$ cat src/rtl/pipelined_csel_addsub.sv
// pipelined_csel_addsub: segmented carry-select adder/subtractor
// one segment resolved per stage, valid/ready on both sides
module pipelined_csel_addsub #(
    parameter int WIDTH = 32,
    parameter int SEGS  = 4,
    parameter int BLK   = 4
) (
    input  logic             clk,
    input  logic             rst_n,
    input  logic             in_valid,
    output logic             in_ready,
    input  logic [WIDTH-1:0] a,
    input  logic [WIDTH-1:0] b,
    input  logic             c_in,
    input  logic             sub,
    output logic             out_valid,
    input  logic             out_ready,
    output logic [WIDTH-1:0] sum,
    output logic             c_out,
    output logic             ovf,
    output logic             zero
);
    localparam int SEG  = WIDTH / SEGS;
    localparam int NBLK = SEG / BLK;

    logic             adv;
    logic [WIDTH-1:0] b_eff;
    logic             cin_eff;

    assign adv      = !(out_valid && !out_ready);
    assign in_ready = adv;
    assign b_eff    = b ^ {WIDTH{sub}};
    assign cin_eff  = c_in ^ sub;

    for (genvar k = 0; k < SEGS; k++) begin : g_stg
        localparam int LO = (k + 1) * SEG;
        localparam int HI = WIDTH - LO;

        logic           v_d;
        logic           ci_d;
        logic           co_d;
        logic           v_q;
        logic           c_q;
        logic [SEG-1:0] sa_d;
        logic [SEG-1:0] sb_d;
        logic [SEG-1:0] s_d;
        logic [LO-1:0]  lo_d;
        logic [LO-1:0]  lo_q;
        logic [NBLK:0]  cc;

        if (k == 0) begin : g_src
            assign v_d  = in_valid;
            assign ci_d = cin_eff;
            assign sa_d = a[SEG-1:0];
            assign sb_d = b_eff[SEG-1:0];
            assign lo_d = s_d;
        end else begin : g_src
            assign v_d  = g_stg[k-1].v_q;
            assign ci_d = g_stg[k-1].c_q;
            assign sa_d = g_stg[k-1].g_hi.ahi_q[SEG-1:0];
            assign sb_d = g_stg[k-1].g_hi.bhi_q[SEG-1:0];
            assign lo_d = {s_d, g_stg[k-1].lo_q};
        end

        assign cc[0] = ci_d;

        for (genvar j = 0; j < NBLK; j++) begin : g_blk
            logic [BLK:0] r0;
            logic [BLK:0] r1;

            assign r0 = {1'b0, sa_d[j*BLK +: BLK]}
                      + {1'b0, sb_d[j*BLK +: BLK]};
            assign r1 = {1'b0, sa_d[j*BLK +: BLK]}
                      + {1'b0, sb_d[j*BLK +: BLK]}
                      + {{BLK{1'b0}}, 1'b1};
            assign s_d[j*BLK +: BLK] = cc[j] ? r1[BLK-1:0] : r0[BLK-1:0];
            assign cc[j+1]           = cc[j] ? r1[BLK] : r0[BLK];
        end

        assign co_d = cc[NBLK];

        // stage valid, resolved low sum and segment carry advance together
        always_ff @(posedge clk or negedge rst_n) begin
            if (!rst_n) begin
                v_q  <= 1'b0;
                c_q  <= 1'b0;
                lo_q <= '0;
            end else if (adv) begin
                v_q  <= v_d;
                c_q  <= co_d;
                lo_q <= lo_d;
            end
        end

        if (HI > 0) begin : g_hi
            logic [HI-1:0] ahi_d;
            logic [HI-1:0] bhi_d;
            logic [HI-1:0] ahi_q;
            logic [HI-1:0] bhi_q;

            if (k == 0) begin : g_ld
                assign ahi_d = a[WIDTH-1:LO];
                assign bhi_d = b_eff[WIDTH-1:LO];
            end else begin : g_ld
                assign ahi_d = g_stg[k-1].g_hi.ahi_q[HI+SEG-1:SEG];
                assign bhi_d = g_stg[k-1].g_hi.bhi_q[HI+SEG-1:SEG];
            end

            // skew the still-unresolved operand bits down the pipe
            always_ff @(posedge clk or negedge rst_n) begin
                if (!rst_n) begin
                    ahi_q <= '0;
                    bhi_q <= '0;
                end else if (adv) begin
                    ahi_q <= ahi_d;
                    bhi_q <= bhi_d;
                end
            end
        end else begin : g_out
            logic ovf_q;
            logic zero_q;

            // flags from the top segment: carry-in to MSB recovered from sum bit
            always_ff @(posedge clk or negedge rst_n) begin
                if (!rst_n) begin
                    ovf_q  <= 1'b0;
                    zero_q <= 1'b0;
                end else if (adv) begin
                    ovf_q  <= co_d ^ sa_d[SEG-1] ^ sb_d[SEG-1] ^ s_d[SEG-1];
                    zero_q <= ~|lo_d;
                end
            end
        end
    end

    assign out_valid = g_stg[SEGS-1].v_q;
    assign sum       = g_stg[SEGS-1].lo_q;
    assign c_out     = g_stg[SEGS-1].c_q;
    assign ovf       = g_stg[SEGS-1].g_out.ovf_q;
    assign zero      = g_stg[SEGS-1].g_out.zero_q;

endmodule

$ cat config.mk
export PLATFORM = sky130hd
export DESIGN_NAME = pipelined_csel_addsub
export DESIGN_NICKNAME = d
export VERILOG_FILES = /design/src/rtl/pipelined_csel_addsub.sv
export SDC_FILE = /design/constraint.sdc
export NUM_CORES = 1
export LEC_CHECK = 0
export CORE_UTILIZATION = 47
export DETAILED_ROUTE_END_ITERATION = 7
export PLACE_DENSITY = 0.69
export SLEW_MARGIN = 10
export SYNTH_ARGS = -nofsm -noshare
export SYNTH_HDL_FRONTEND = slang
export SYNTH_SLANG_ARGS = --single-unit
$ cat constraint.sdc
create_clock -name clk -period 4.2 [get_ports clk]
set_clock_uncertainty 0.15 [all_clocks]
set_input_delay 1.05 -clock clk [delete_from_list [all_inputs] [get_ports clk]]
set_output_delay 1.05 -clock clk [all_outputs]
set_load 0.05 [all_outputs]
==> results of run 1 <==
[per-stage QoR]
| step | power [mW] | std cells | hold slack [ns] | area, µm² |
|---|---|---|---|---|
| 2_1_floorplan | 6.06 | 973 | 0.280 | 8850 |
| 6_report | 8.63 | 1298 | 0.312 | 10700 |
| 5_1_grt | 9.38 | 1297 | 0.332 | 10700 |
| 3_3_place_gp | 7.02 | 1265 | 0.290 | 10100 |
| 3_5_place_dp | 7.15 | 1265 | 0.305 | 10100 |
| 4_1_cts | 8.72 | 1297 | 0.320 | 10700 |
[per-layer routing]
metal | part of all wire | GRT usage | vias up
li1 | - | - | 3290
met1 | 0.52 | 0.288 | 2903
met2 | 0.43 | 0.269 | 121
met3 | 0.036 | 0.0427 | 18
met4 | 0.015 | 0.0544 | 0
met5 | 0 | 0 | -
[report_power, final]
| part | leakage (nW) | total (mW) | switching (mW) | internal, mW |
|---|---|---|---|---|
| clock | 0.278 | 1.53 | 0.711 | 0.823 |
| combinational | 2.70 | 3.95 | 2.35 | 1.60 |
| sequential | 2.24 | 3.14 | 0.542 | 2.60 |
[flip-flops by register name, summed over array words and instances, names as in the netlist]
| signal | count |
|---|---|
| ovf | 1 |
| g_stg.lo_q | 48 |
| g_stg.g_hi.bhi_q | 48 |
| zero | 1 |
| out_valid | 1 |
| g_stg.v_q | 3 |
| g_stg.c_q | 3 |
| g_stg.g_hi.ahi_q | 48 |
| c_out | 1 |
| sum | 32 |
[worst max-delay path, stage by stage]
cell,delay (ns)
clkdlybuf4s50_1,0.47
xor2_1,0.15
ha_1,0.19
inv_1,0.06
fa_1,0.53
inv_1,0.06
ha_1,0.19
nand2_1,0.09
nor2_1,0.06
a21o_1,0.23
nand2_1,0.12
mux2i_1,0.20
a21oi_1,0.09
[area by class of cell]
cell class              count  area (µm²)
clock inverters            12         108
multi-input cells         726        3970
repair buffers            113        1150
fillers                  1595        7530
clock buffers              20         467
inverters                  11        43.8
well taps                 229         287
diodes                      1        2.50
flip-flops and latches    186        4650
[cells in the final DEF, fill, tap and decap left out, drive strengths merged, types with 3 or more instances in the layout]
cell	synthesis	layout
ha	40	40
a21oi	32	32
o31ai	4	4
nand4	6	6
nand3	8	8
nor4	6	6
fa	8	8
clkinv	0	5
a21o	17	17
clkdlybuf4s50	0	103
buf	8	9
mux2i	7	7
xnor2	48	48
inv	11	16
o21ai	44	44
nor2b	3	3
nand2	429	429
dfrtp	186	186
and3	4	4
clkbuf	42	21
xor2	24	24
nor2	21	21
[cells by family after synthesis]
| group | after synthesis | synth area share |
|---|---|---|
| compound gates | 104 | 0.0679 |
| xor+xnor | 73 | 0.0738 |
| fa+ha+maj | 48 | 0.0746 |
| buf+inv | 61 | 0.0260 |
| flops | 186 | 0.526 |
| mux | 7 | 0.00792 |
| simple gates | 494 | 0.224 |
[worst max-delay path by stage]
| stage | depth (start not counted) | endpoint |
|---|---|---|
| after floorplan | 14 | g_stg[0].lo_q[5] |
| after global placement | 13 | g_stg[0].lo_q[5] |
| after detailed placement | 13 | g_stg[0].lo_q[5] |
| after CTS | 13 | g_stg[0].lo_q[5] |
| after global routing | 13 | g_stg[0].lo_q[5] |
| final | 13 | g_stg[0].lo_q[5] |
==> impl_metrics.toml, run 1 <==
[run_status]
status = "finished, violations left"
violations = "design-rule violations"

[synth]
synth.largest_area_cell = "dfrtp_1"
synthDistinctLibCells = 45
avgSynthCellArea_um2 = 9.10
synth.most_common_cell = "nand2_1"
seq_area_frac_synth = 0.526
syn_nets = 1091
synthFlopType = "dfrtp_1"
synthTopCellsByCount = "nand2_1 (429), dfrtp_1 (186), xnor2_1 (48)"
ys_async_sr_fraction = 1.00
syn_inst = 973
synth_top_area_frac = 0.526
synth_area_um2 = 8850
synth_top_cells_by_area = "dfrtp_1 (53%), nand2_1 (18%), ha_1 (5.7%)"
synth_seq_cells = 186
synth_warnings = 0
synth-edff-count = 0

[die]
die_h_um = 139
start_util = 0.486
fp.dieW_um = 139
die_area_um2 = 19400
num_rows = 49
core_um2 = 18200
io_pins = 107

[place]
routabilityCongestion = 0.784
post-place-ws_ns = 0.426
dp_hpwl_mm = 11.4
port_buffers = 106

[setup_path]
critPathLaunchType = "primary input"
required_ns = 4.32
reg2reg_from = "g_stg[2].g_hi.ahi_q[0]"
crit_path_end_kind = "flop"
arrival_ns = 3.49
r2r_cells = 10
worstPathMaxFanout = 4
r2r_setup_slack_ns = 0.88
reg2reg_to = "zero"
startpoint = "b[0]"
worst-setup-path-type = "primary input to flop"

[clock_tree]
clk_latency_ns = 0.43
clockBufferDepth = 2
cts_resized = 0
cts_setup_buffers = 0
htree_num_levels = 4
cts-root-buf = "clkbuf_16"
cts_tree = "built"
cts_buffers = 17
cts.sinks = 186
cts-hold-fix-buffers = 0
clkTransAtPathRegs_ns = 0.07

[detailed_routing]
drt_iter0_markers = 442
first_pass_iters = 8
vias = 6332
totalWireLength_mm = 16.9
routedWlPerCell_um = 13.0
drcViolationCount = 16
via_per_inst = 4.88
ant_nets = 0

[global_route]
grt_usage = 0.189
grt_max_degree = 218
grt_pass1_wl_mm = 29.5
antenna_found_initial = 1
gr-total-overflow = 0
grt_pass1_vias = 6004

[finish]
num-nets-final = 1173
utilization = 0.587
synthToLayoutAreaGrowth_pct = 20.7
drive_gt1_frac = 0.0459

[sta]
fin_ws_ns = 0.833
setup_viol = 0
tightestPinTransition_ns = 0.898
layout_worst_path_cycle_share = 0.802
slew_headroom = 0.401
finalHoldViolCount = 0
finalSetupTns_ns = 0
rsz0062_at_grt = "false"
min_period_ns = 3.37
maxSlewViolCount = 0
max_freq_ghz = 0.297

[min_path]
min_from = "c_out"
hold_class = "flop to flop"
hold_depth = 2
holdPathEnd = "c_out"

[pwr]
power.density_nw_per_um2 = 808
leakage_nw = 5.22
ir_worst_vdd_mv = 0.380

[flow_run]
drv_cap = 0
No activity file was read; power rests on OpenSTA's default activity.
==> run 2: changes to the inputs <==
- clock period: 4.2 -> 3.1 ns (I/O delays scaled with it)
==> run 2 against run 1 <==
The flow finishes with violations (design-rule violations, negative setup slack); critical path depth fell by 1; register-to-register slack got worse by 0.98 ns; via count rose by 1.7%; setup slack got worse by 0.93 ns; critical endpoint is now ovf; first-iteration DRC count fell by 17%; total power rose by 43%; hold slack got worse by 0.11 ns; sequential share of layout area fell by 1.3 points.
==> impl_metrics.toml, run 2 (synthesized netlist as in run 1, its figures left out) <==
[pwr]
swShare = 0.411
power.density_nw_per_um2 = 1120
p_comb_frac = 0.477
seqPwrFrac = 0.345
ir_worst_vdd_mv = 0.503
internal_power_mw = 7.26
clkPwrFrac = 0.178
leakage_nw = 5.39
switchingPower_mw = 5.06

[finish]
drive_gt1_frac = 0.0823
final_cell_mix = "nand2_1 (425), dfrtp_1 (186), clkdlybuf4s50_1 (102)"
num-nets-final = 1198
reg_top3 = "g_stg.g_hi.ahi_q: 48 flops, g_stg.g_hi.bhi_q: 48 flops, g_stg.lo_q: 48 flops"
utilization = 0.605
layout_commonest_cell = "nand2_1"
multi_input_area_um2 = 4060
final_cells = 1322
synthToLayoutAreaGrowth_pct = 24.5
regArea_um2 = 4650
fillers = 1596
diodes = 0

[clock_tree]
cts-root-buf = "clkbuf_16"
clockBufferDepth = 2
cts_tree = "built"
clk_latency_ns = 0.43
htree_num_levels = 4
cts-hold-fix-buffers = 0
clkTransAtPathRegs_ns = 0.07
cts.sinks = 186
cts_buffers = 17

[global_route]
antenna_found_initial = 0
grt_usage = 0.199
grt_pass1_wl_mm = 30.9
grt_pass1_vias = 6373
gr-total-overflow = 0
grt_max_degree = 114

[detailed_routing]
vias = 6442
drcViolationCount = 12
routedWlPerCell_um = 13.3
via_per_inst = 4.87
ant_nets = 0
first_pass_iters = 8
drt_iter0_markers = 365
totalWireLength_mm = 17.6

[sta]
slew_headroom = 0.595
fin_ws_ns = -0.0973
layout_worst_path_cycle_share = 1.03
maxSlewViolCount = 0
finalHoldViolCount = 0
max_freq_ghz = 0.313
min_period_ns = 3.20
rsz0062_at_grt = "true"
setup_viol = 3
tightestPinTransition_ns = 0.608

[setup_path]
reg2reg_from = "g_stg[2].g_hi.bhi_q[0]"
r2r_setup_slack_ns = -0.1
critPathLaunchType = "flop"
worstPathMaxFanout = 3
reg2reg_to = "ovf"
cp_common_cell = "ha_2"
r2r_cells = 12
path_cells = "ha_2 -> fa_1 -> ha_2 -> nand2_2 -> or2_4 -> buf_4 -> o31ai_4 -> buf_6 -> nand3_4 -> xor2_2 -> xnor3_1 -> a21oi_1"
critical_path.top_delay_family = "adder cells"
cp_slowest_cell = "fa_1"
arrival_ns = 3.41
crit_path_end_kind = "flop"
cp_num_buf_inv = 2
cpPeakStageDelay_ns = 0.54
required_ns = 3.31
worst-setup-path-type = "flop to flop"

[die]
start_util = 0.486
core_um2 = 18200
die_area_um2 = 19400
die_h_um = 139
fp.dieW_um = 139
num_rows = 49
io_pins = 107

[flow_run]
drv_cap = 0

[place]
place_inst = 1280
routabilityCongestion = 0.772
dp_hpwl_mm = 12.0
port_buffers = 106

[run_status]
status = "finished, violations left"
violations = "design-rule violations, negative setup slack"

[min_path]
hold_class = "primary input to async pin"
-- run 2: cell count changes in the layout (fill, tap and decap cells not counted), sizes merged --
cell           change
buf               +25
bufinv             +2
clkdlybuf4s50      -1
clkinv             +2
clkinvlp           -2
diode              -1
dlymetal6s2s       +1
inv                -2
-- run 2: repair_timing --
item,4_1_cts,5_1_grt
setup endpoints to repair,2,7
pin swaps,4,15
setup buffers,5,6
resized for setup,7,10
-- run 2: worst reg2reg max path, stage by stage, from the launching register on --
cell,delay (ns)
dfrtp_1,0.38
ha_2,0.20
fa_1,0.54
ha_2,0.19
nand2_2,0.05
or2_4,0.26
buf_4,0.14
o31ai_4,0.27
buf_6,0.15
nand3_4,0.07
xor2_2,0.17
xnor3_1,0.41
a21oi_1,0.14
-- run 2: routing by layer --
| layer | up-vias | global-route usage | share of wire |
|---|---|---|---|
| met1 | 2979 | 0.293 | 0.51 |
| li1 | 3341 | - | - |
| met3 | 4 | 0.0296 | 0.036 |
| met2 | 118 | 0.301 | 0.45 |
| met4 | 0 | 0.0667 | 0.0052 |
| met5 | - | 0 | 0 |
-- run 2: power by group through the flow --
stage	combinational, mW	clock (mW)	sequential [mW]
floorplan	3.37	0	4.84
global placement	5.40	0	4.26
detailed placement	5.57	0	4.30
CTS	5.77	2.24	4.26
global route	6.59	2.33	4.40
finish	5.87	2.19	4.25
-- run 2: cell type report --
cell class / instances / share of cell area
flip-flops and latches: 186 / 0.422
multi-input cells: 726 / 0.368
repair buffers: 138 / 0.125
clock buffers: 20 / 0.0415
well taps: 229 / 0.0260
clock inverters: 12 / 0.0126
inverters: 11 / 0.00398
-- run 2: worst max-delay path by stage --
stage                                 from          endpoint  slack (ns)  depth (start not counted)
global route        g_stg[2].g_hi.bhi_q[0]               ovf       -0.22                         12
finish              g_stg[2].g_hi.bhi_q[0]               ovf        -0.1                         12
detailed placement                    b[0]  g_stg[0].lo_q[6]       -0.35                         13
CTS                 g_stg[2].g_hi.ahi_q[0]             c_out       -0.04                         14
global placement                      b[0]      g_stg[0].c_q       -0.25                         13
floorplan                              sub  g_stg[0].lo_q[5]      -0.009                         14
-- run 2: through the flow --
stage               TNS (ns)  area, µm²  hold slack [ns]  total power, mW  setup slack [ns]
CTS                  -0.0924      10900            0.234             12.3           -0.0372
global placement       -1.11      10300            0.292             9.66            -0.245
finish                -0.215      11000            0.200             12.3           -0.0973
detailed placement     -1.79      10300            0.297             9.87            -0.350
global route          -0.643      11000            0.251             13.3            -0.221
floorplan            -0.0149       8910            0.280             8.22          -0.00875
